==> src/rtl/filter_mode_controller.sv <==
// filter_mode_controller
//
// Runtime configuration controller for the VGA filter chain
// (threshold stage -> brightness stage). The three raw user keys are
// synchronized and debounced. Each clean press edits a pending
// configuration. The pending configuration is copied to the active filter
// controls only on frame_start, so a frame never sees a configuration
// change part way through.
//
// Parameters
//   DEBOUNCE_CYCLES : stable cycles needed to accept a key level change (>=1)
//   BRIGHT_LEVELS   : number of brightness levels cycled by KEY3 (>=2)
//   BRIGHT_STEP     : offset added per brightness level
//   RESET_LEVEL     : brightness level after reset (< BRIGHT_LEVELS)
//
// Ports
//   clk           in  1 : pixel clock
//   reset         in  1 : synchronous, active-high
//   key_n         in  3 : raw active-low keys, asynchronous to clk
//                         bit0 = threshold toggle
//                         bit1 = brightness toggle
//                         bit2 = level step
//   frame_start   in  1 : one-cycle pulse at the first pixel of a frame
//   thresh_en     out 1 : active threshold enable
//   bright_en     out 1 : active brightness enable
//   bright_offset out 8 : active brightness offset
//   cfg_dirty     out 1 : pending configuration differs from active
//   cfg_commit    out 1 : pulse when a commit changes the active config
module filter_mode_controller #(
  parameter int DEBOUNCE_CYCLES = 250000,
  parameter int BRIGHT_LEVELS   = 4,
  parameter int BRIGHT_STEP     = 32,
  parameter int RESET_LEVEL     = 1
) (
  input  logic       clk,
  input  logic       reset,
  input  logic [2:0] key_n,
  input  logic       frame_start,
  output logic       thresh_en,
  output logic       bright_en,
  output logic [7:0] bright_offset,
  output logic       cfg_dirty,
  output logic       cfg_commit
);

  localparam int CNT_W = (DEBOUNCE_CYCLES > 2) ? $clog2(DEBOUNCE_CYCLES) : 1;
  localparam int LVL_W = $clog2(BRIGHT_LEVELS);

  // The wait states leave when the count is about to reach
  // DEBOUNCE_CYCLES-1. Together with the 2-flop synchronizer and the
  // registered event, a press is reported DEBOUNCE_CYCLES+2 cycles after
  // the key falls.
  localparam logic [CNT_W-1:0] CNT_LAST =
    CNT_W'((DEBOUNCE_CYCLES >= 2) ? (DEBOUNCE_CYCLES - 2) : 0);
  localparam logic [LVL_W-1:0] LVL_MAX = LVL_W'(BRIGHT_LEVELS - 1);
  localparam logic [LVL_W-1:0] LVL_RST = LVL_W'(RESET_LEVEL);

  typedef enum logic [1:0] {
    RELEASED,
    PRESS_WAIT,
    PRESSED,
    RELEASE_WAIT
  } key_state_t;

  // The offset is formed at 16 bits, then clamped to the 8-bit range.
  function automatic logic [7:0] sat_offset(input logic [LVL_W-1:0] lvl);
    logic [15:0] prod;
    prod = 16'(lvl) * 16'(BRIGHT_STEP);
    return (prod > 16'd255) ? 8'hFF : prod[7:0];
  endfunction

  logic [2:0]       key_sync_p0;
  logic [2:0]       key_sync_p1;
  key_state_t       key_state    [3];
  key_state_t       key_state_nx [3];
  logic [CNT_W-1:0] key_cnt      [3];
  logic [CNT_W-1:0] key_cnt_nx   [3];
  logic [2:0]       press_evt;
  logic [2:0]       press_evt_nx;

  logic             p_thresh;
  logic             p_bright;
  logic [LVL_W-1:0] p_level;
  logic [LVL_W-1:0] a_level;
  logic             cfg_differs;

  // Stage p0/p1: two-flop synchronizer. Reset fills it with the idle level.
  always_ff @(posedge clk) begin
    if (reset) begin
      key_sync_p0 <= 3'b111;
      key_sync_p1 <= 3'b111;
    end else begin
      key_sync_p0 <= key_n;
      key_sync_p1 <= key_sync_p0;
    end
  end

  // Debounce stage: one FSM per key. A key released and pressed again
  // inside the wait window is treated as bounce.
  always_comb begin
    for (int i = 0; i < 3; i++) begin
      key_state_nx[i] = key_state[i];
      key_cnt_nx[i]   = key_cnt[i];
      press_evt_nx[i] = 1'b0;
      case (key_state[i])
        RELEASED: begin
          if (!key_sync_p1[i]) begin
            key_cnt_nx[i] = '0;
            if (DEBOUNCE_CYCLES <= 1) begin
              key_state_nx[i] = PRESSED;
              press_evt_nx[i] = 1'b1;
            end else begin
              key_state_nx[i] = PRESS_WAIT;
            end
          end
        end
        PRESS_WAIT: begin
          if (key_sync_p1[i]) begin
            key_state_nx[i] = RELEASED;
            key_cnt_nx[i]   = '0;
          end else if (key_cnt[i] == CNT_LAST) begin
            key_state_nx[i] = PRESSED;
            key_cnt_nx[i]   = '0;
            press_evt_nx[i] = 1'b1;
          end else begin
            key_cnt_nx[i] = key_cnt[i] + 1'b1;
          end
        end
        PRESSED: begin
          if (key_sync_p1[i]) begin
            key_cnt_nx[i]   = '0;
            key_state_nx[i] = (DEBOUNCE_CYCLES <= 1) ? RELEASED : RELEASE_WAIT;
          end
        end
        RELEASE_WAIT: begin
          if (!key_sync_p1[i]) begin
            key_state_nx[i] = PRESSED;
            key_cnt_nx[i]   = '0;
          end else if (key_cnt[i] == CNT_LAST) begin
            key_state_nx[i] = RELEASED;
            key_cnt_nx[i]   = '0;
          end else begin
            key_cnt_nx[i] = key_cnt[i] + 1'b1;
          end
        end
        default: begin
          key_state_nx[i] = RELEASED;
          key_cnt_nx[i]   = '0;
        end
      endcase
    end
  end

  always_ff @(posedge clk) begin
    if (reset) begin
      for (int i = 0; i < 3; i++) begin
        key_state[i] <= RELEASED;
        key_cnt[i]   <= '0;
      end
      press_evt <= 3'b000;
    end else begin
      for (int i = 0; i < 3; i++) begin
        key_state[i] <= key_state_nx[i];
        key_cnt[i]   <= key_cnt_nx[i];
      end
      press_evt <= press_evt_nx;
    end
  end

  // Pending stage: press events edit the pending configuration. Events on
  // different keys in the same cycle all take effect.
  always_ff @(posedge clk) begin
    if (reset) begin
      p_thresh <= 1'b0;
      p_bright <= 1'b0;
      p_level  <= LVL_RST;
    end else begin
      if (press_evt[0]) p_thresh <= ~p_thresh;
      if (press_evt[1]) p_bright <= ~p_bright;
      if (press_evt[2]) p_level  <= (p_level == LVL_MAX) ? '0 : p_level + 1'b1;
    end
  end

  assign cfg_differs = (p_thresh != thresh_en) ||
                       (p_bright != bright_en) ||
                       (p_level  != a_level);

  // Active stage: committed at frame_start with the pending values held
  // before this edge. An event landing in the same cycle waits for the
  // next frame.
  always_ff @(posedge clk) begin
    if (reset) begin
      thresh_en     <= 1'b0;
      bright_en     <= 1'b0;
      a_level       <= LVL_RST;
      bright_offset <= sat_offset(LVL_RST);
      cfg_commit    <= 1'b0;
      cfg_dirty     <= 1'b0;
    end else begin
      cfg_commit <= frame_start && cfg_differs;
      cfg_dirty  <= cfg_differs;
      if (frame_start) begin
        thresh_en     <= p_thresh;
        bright_en     <= p_bright;
        a_level       <= p_level;
        bright_offset <= sat_offset(p_level);
      end
    end
  end

endmodule

==> config.mk <==
export PLATFORM = sky130hd
export DESIGN_NAME = filter_mode_controller
export DESIGN_NICKNAME = d
export VERILOG_FILES = /design/src/rtl/filter_mode_controller.sv
export SDC_FILE = /design/constraint.sdc
export NUM_CORES = 1
export LEC_CHECK = 0
export ABC_AREA = 0
export CAP_MARGIN = 20
export CORE_UTILIZATION = 59
export DETAILED_ROUTE_END_ITERATION = 12
export DONT_BUFFER_PORTS = 1
export PLACE_DENSITY_LB_ADDON = 0.1
export REMOVE_ABC_BUFFERS = 1
export SYNTH_ARGS = -nofsm -noshare
export SYNTH_HDL_FRONTEND = slang
export SYNTH_SLANG_ARGS = --single-unit
==> constraint.sdc <==
create_clock -name clk -period 2.5 [get_ports clk]
set_input_delay 0.5 -clock clk [delete_from_list [all_inputs] [get_ports clk]]
set_output_delay 0.5 -clock clk [all_outputs]
set_load 0.005 [all_outputs]
# Word-level counts from Yosys, hierarchy flattened
# Memories as Yosys holds them, arrays and structs flattened.
# Index checks and enable logic that the tools add are counted.
dict set report word_totals {
  regBits 19
  mem_bits_rw 60
  input_bits 6
  output_inout_bits 12
  elab_cells 107
  n_memories 2
}
dict set report classes {
  n_addsub 4
  n_eq_ne 16
  n_mux 52
  bitwise 11
  reduce_logical 9
}
# name words word_bits rd rd_ports_with_merged_regs wr line_no
set memory_table {}
lappend memory_table {key_cnt 3 18 3 0 3 76} ;# logic [CNT_W-1:0] key_cnt [3];
lappend memory_table {key_state 3 2 3 0 3 74} ;# key_state_t key_state [3];
# operator count
set ops {}
lappend ops {{18-bit two-way mux} 18}
lappend ops {{18-bit case mux with 4 select lines} 3}
lappend ops {{18-bit by 1-bit adder with 18-bit output (second input constant)} 3}
lappend ops {{18-bit equality test (second input constant)} 3}
lappend ops {{2-bit two-way mux} 22}
lappend ops {{2-bit case mux with 4 select lines} 3}
lappend ops {{2-bit equality test (second input constant)} 7}
lappend ops {{3-bit OR reduction} 3}
lappend ops {{2-bit by 1-bit equality test with 1-bit output (second input constant)} 3}
lappend ops {{2-bit logical NOT} 3}
lappend ops {{1-bit two-way mux} 6}
lappend ops {{1-bit OR} 6}
lappend ops {{1-bit inverter} 5}
lappend ops {{2-bit by 1-bit adder with 2-bit output (second input constant)} 1}
lappend ops {{1-bit logical OR} 2}
lappend ops {{1-bit inequality test} 2}
lappend ops {{2-bit inequality test} 1}
lappend ops {{1-bit logical AND} 1}

# Depth between registers and ports, before layout
# An unclocked memory read counts as a cell.
dict set report logic_depth {
  ltp_word 6
  ltp_mapped 8
  mapped_depth_nobuf 7
}

# Worst setup path before layout
# No wires, ideal clock.
dict set report synth_path {
  kind {register -> register}
  start {memory key_state[0][4] in the netlist's numbering}
  end {register (tool-made name)}
  arrival_time_ns 1.813
  path_slack_ns 0.567
  path_stages_with_launch 8
  period_less_slack_ns 1.933
  cell_sequence {dfxtp_1 -> inv_1 -> ha_1 -> and3b_1 -> or2_2 -> clkbuf_1 -> nor3_1 -> mux2_2}
}
# element line_no
set synth_rtl {}
lappend synth_rtl {{start, declared} 74}

==> metrics.md <==
| Metric | Value |
|---|---|
| FF/Latch Area | `roughly 1600 um^2` |
| Die Y | `about 83 um` |
| Core Rows | `29` |
| TNS Setup | `0 ns` |
| Via count | `~3200` |
| Crit-path cells | `inv_1 > ha_1 > nand2b_1 > nor4b_1 > a21oi_1 > buf_4 > or3b_1 > nand3_1` |
| Multi-input logic area | `between 2000 and 2500 um^2` |
| Initial core utilization | `~61%` |
| Core area | `about 6400 um^2` |
| Antenna Cells | `0` |
| Io pins | `18` |
| Clk Latency, worst-skew pair | `around 0.35 ns` |
| CTS Buf Count | `9` |
| Crit Path Category | `reg -> reg` |
| Hold WS | `0.211 ns` |
| Share of post-route cells with drive strength above 1 | `9.19%` |
| H-tree lvl count | `3` |
| Pins Over Slew Limit | `0` |
| Vias in the first global route | `a little under 3000` |
| Post-Syn Area | `about 3900 um^2` |
| Final worst-path cycle share | `88.0%` |
| Synth top area share | `40.4%` |
| Max capacitance violation total | `0` |
| DRC violation count after routing | `0` |
| Ys async rst share | `0%` |
| IR drop worst, VDD | `between 400 and 500 uV` |
| Type of origin of the critical path | `flop` |
| Full die area | `around 7000 um^2` |
| Yosys reg bits | `79` |
| Clk pin slew, worst setup/hold paths | `about 0.090 ns` |
| Hold Fails Final Rpt | `0` |
| Ranking of synthesized cells by area | `dfxtp_1 (40%), nor2_1 (5.5%), nand3_1 (3.8%), xnor2_1 (3.6%), nand2_1 (3.4%)` |
| Clock root cell | `clkbuf_8` |
| Inst Count DP | `approximately 530` |
| Worst setup EP type | `flop` |
| Synth area leader | `dfxtp_1` |
| CP top delay family | `simple AND/OR/NAND/NOR gates` |
| Routed Antenna Nets | `0` |
| WP data required | `between 2 and 3 ns` |
| WP data arrival | `about 2.5 ns` |
| Actual slew at the worst max-slew pin | `0.858 ns` |
| EDFF count, synth | `0` |
| Worst path slowest cell | `a21oi_1` |
| Delay of the slowest critical-path stage | `~0.56 ns` |
| Yosys Warn Count | `0` |
| Number of DRC markers in iteration 0 | `111` |
| Total Power | `2.25 mW` |
| Unrepaired setup endpoints after global routing | `no` |
| Pwr per Cell Area | `~540 nW/um^2` |
| Top FF cell, synth | `dfxtp_1` |
| Antenna violations before repair | `0` |
| Setup violations, final | `0` |
| Syn avg cell area | `roughly 8.5 um^2` |
| Class of the worst hold path | `in -> reg` |
| Largest net degree at the start of global routing | `41` |
| Final layout net count | `479` |
| Tmin final | `between 2 and 2.5 ns` |
| CTS tree | `yes` |
| CTS sink count | `just under 80` |
| Die W | `between 80 and 90 um` |
| IO Port Bufs | `0` |
| WL/cell | `13.8 um` |
| P_leak | `1.49 nW` |
| Congestion Overflow GR | `0` |
| Synth cell count leaders | `dfxtp_1 (79), nor2_1 (57), nand2_1 (35), nand3_1 (30), a21oi_1 (21)` |
| Max Clock Freq | `between 0.4 and 0.5 GHz` |
| Skew final | `roughly 0.007 ns` |
| Area Overhead vs Synth | `6.29%` |
| Cell with the most instances after synthesis | `dfxtp_1` |
| Seq/Total Area, Yosys | `around two fifths` |
| Clk buf depth | `2` |
| Outcome | `finished, final reports clean` |
| DRT Pass-1 Iters | `4` |
| Slew headroom | `42.6%` |
| Final HPWL DP | `~5200 um` |
| Routed Wire Length | `about 7500 um` |
| Yosys cell types | `61` |
| Gate Count Post-Synth | `459` |
| Layout Cells excl Fill | `about 550` |
| Global-route wire length before repair | `13100 um` |
| Buffers and inverters on the worst path | `2` |
| Placer Congestion | `0.878` |
| Worst-path maximum fanout | `18` |
| Overall Global Routing Usage | `~23%` |
| Fillers | `approximately 550` |
| Vias per cell | `~5.8` |
-- final timing paths --
path,start,endpoint,slack (ns),depth (start not counted)
worst max-delay path,key_cnt[0][0]$_SDFFE_PP0P_,key_cnt[0][9]$_SDFFE_PP0P_,0.30,8
worst max register to register,key_cnt[0][0]$_SDFFE_PP0P_,key_cnt[0][9]$_SDFFE_PP0P_,0.30,8
worst min-delay path,reset,p_level[1]$_SDFFE_PP0P_,0.21,1
worst min register to register,key_sync_p0[1]$_SDFF_PP1_,key_sync_p1[1]$_SDFF_PP1_,0.41,1
-- what timing repair did --
item | CTS | global route
resized for setup | 0 | 1
setup buffers | 0 | 0
hold endpoints to repair | 0 | 0
hold buffers | 0 | 0
endpoints found under the setup margin | 0 | 12
-- power by group --
part / internal [mW] / switching [mW]
combinational: 0.0367 / 0.0698
sequential: 1.27 / 0.00861
clock: 0.371 / 0.495
total: 1.67 / 0.574
-- cell families (layout without fill, tap and decap cells) --
| logic type | Yosys count | in the layout | synth area share [%] |
|---|---|---|---|
| and+or+nand+nor | 216 | 216 | 29.3 |
| DFF | 79 | 79 | 40.4 |
| AOI/OAI and AO/OA | 74 | 74 | 12.7 |
| buffers and inverters | 39 | 43 | 4.76 |
| xor gates and xnor gates | 29 | 29 | 6.68 |
| muxes | 11 | 11 | 2.84 |
| adders and majority gates | 10 | 10 | 3.19 |
| other | 1 | 6 | 0.0958 |
-- state kept, by name (all words and copies together), names as in the netlist, named ones only --
name and count:
p_level 2, press_evt 3, p_bright 1, p_thresh 1, key_cnt 54, key_state 3, bright_en 1, cfg_commit 1
key_sync_p0 3, cfg_dirty 1, thresh_en 1, a_level 2, key_sync_p1 3
-- layer usage --
layer	global-route usage, %	share of wire, %	vias to the layer above
li1	-	-	1634
met1	30.0	49	1476
met2	36.8	47	52
met3	5.64	3.4	6
met4	6.47	0.63	0
met5	0	0	-
-- area by class of cell --
class                      count  area share, %
multi-input combinational    346           52.1
sequential                    79           38.0
clock buffer                   9           2.98
tap                           77           2.31
timing repair buffer           9           1.62
inverter                      18           1.62
clock inverter                 7           1.32
-- cells in the final DEF (no fill, tap or decap), drive strengths merged, types with 14 or more instances in the layout --
cell / n
a21oi: 21
nand4: 16
dfxtp: 79
inv: 20
nand2: 35
nor2: 57
xnor2: 17
o21ai: 14
nand3: 30
-- through the flow --
| step | setup slack [ns] | cell area [um^2] | utilization, % |
|---|---|---|---|
| after floorplan | 0.215 | 3820 | - |
| final | 0.301 | 4160 | 65.2 |
| after detailed placement | 0.177 | 3980 | 62.3 |
| after CTS | 0.142 | 4160 | 65.1 |
| after global routing | 0.0545 | 4160 | 65.2 |
| after global placement | 0.290 | 3980 | 62.3 |
(Power assumes the default switching activity.)
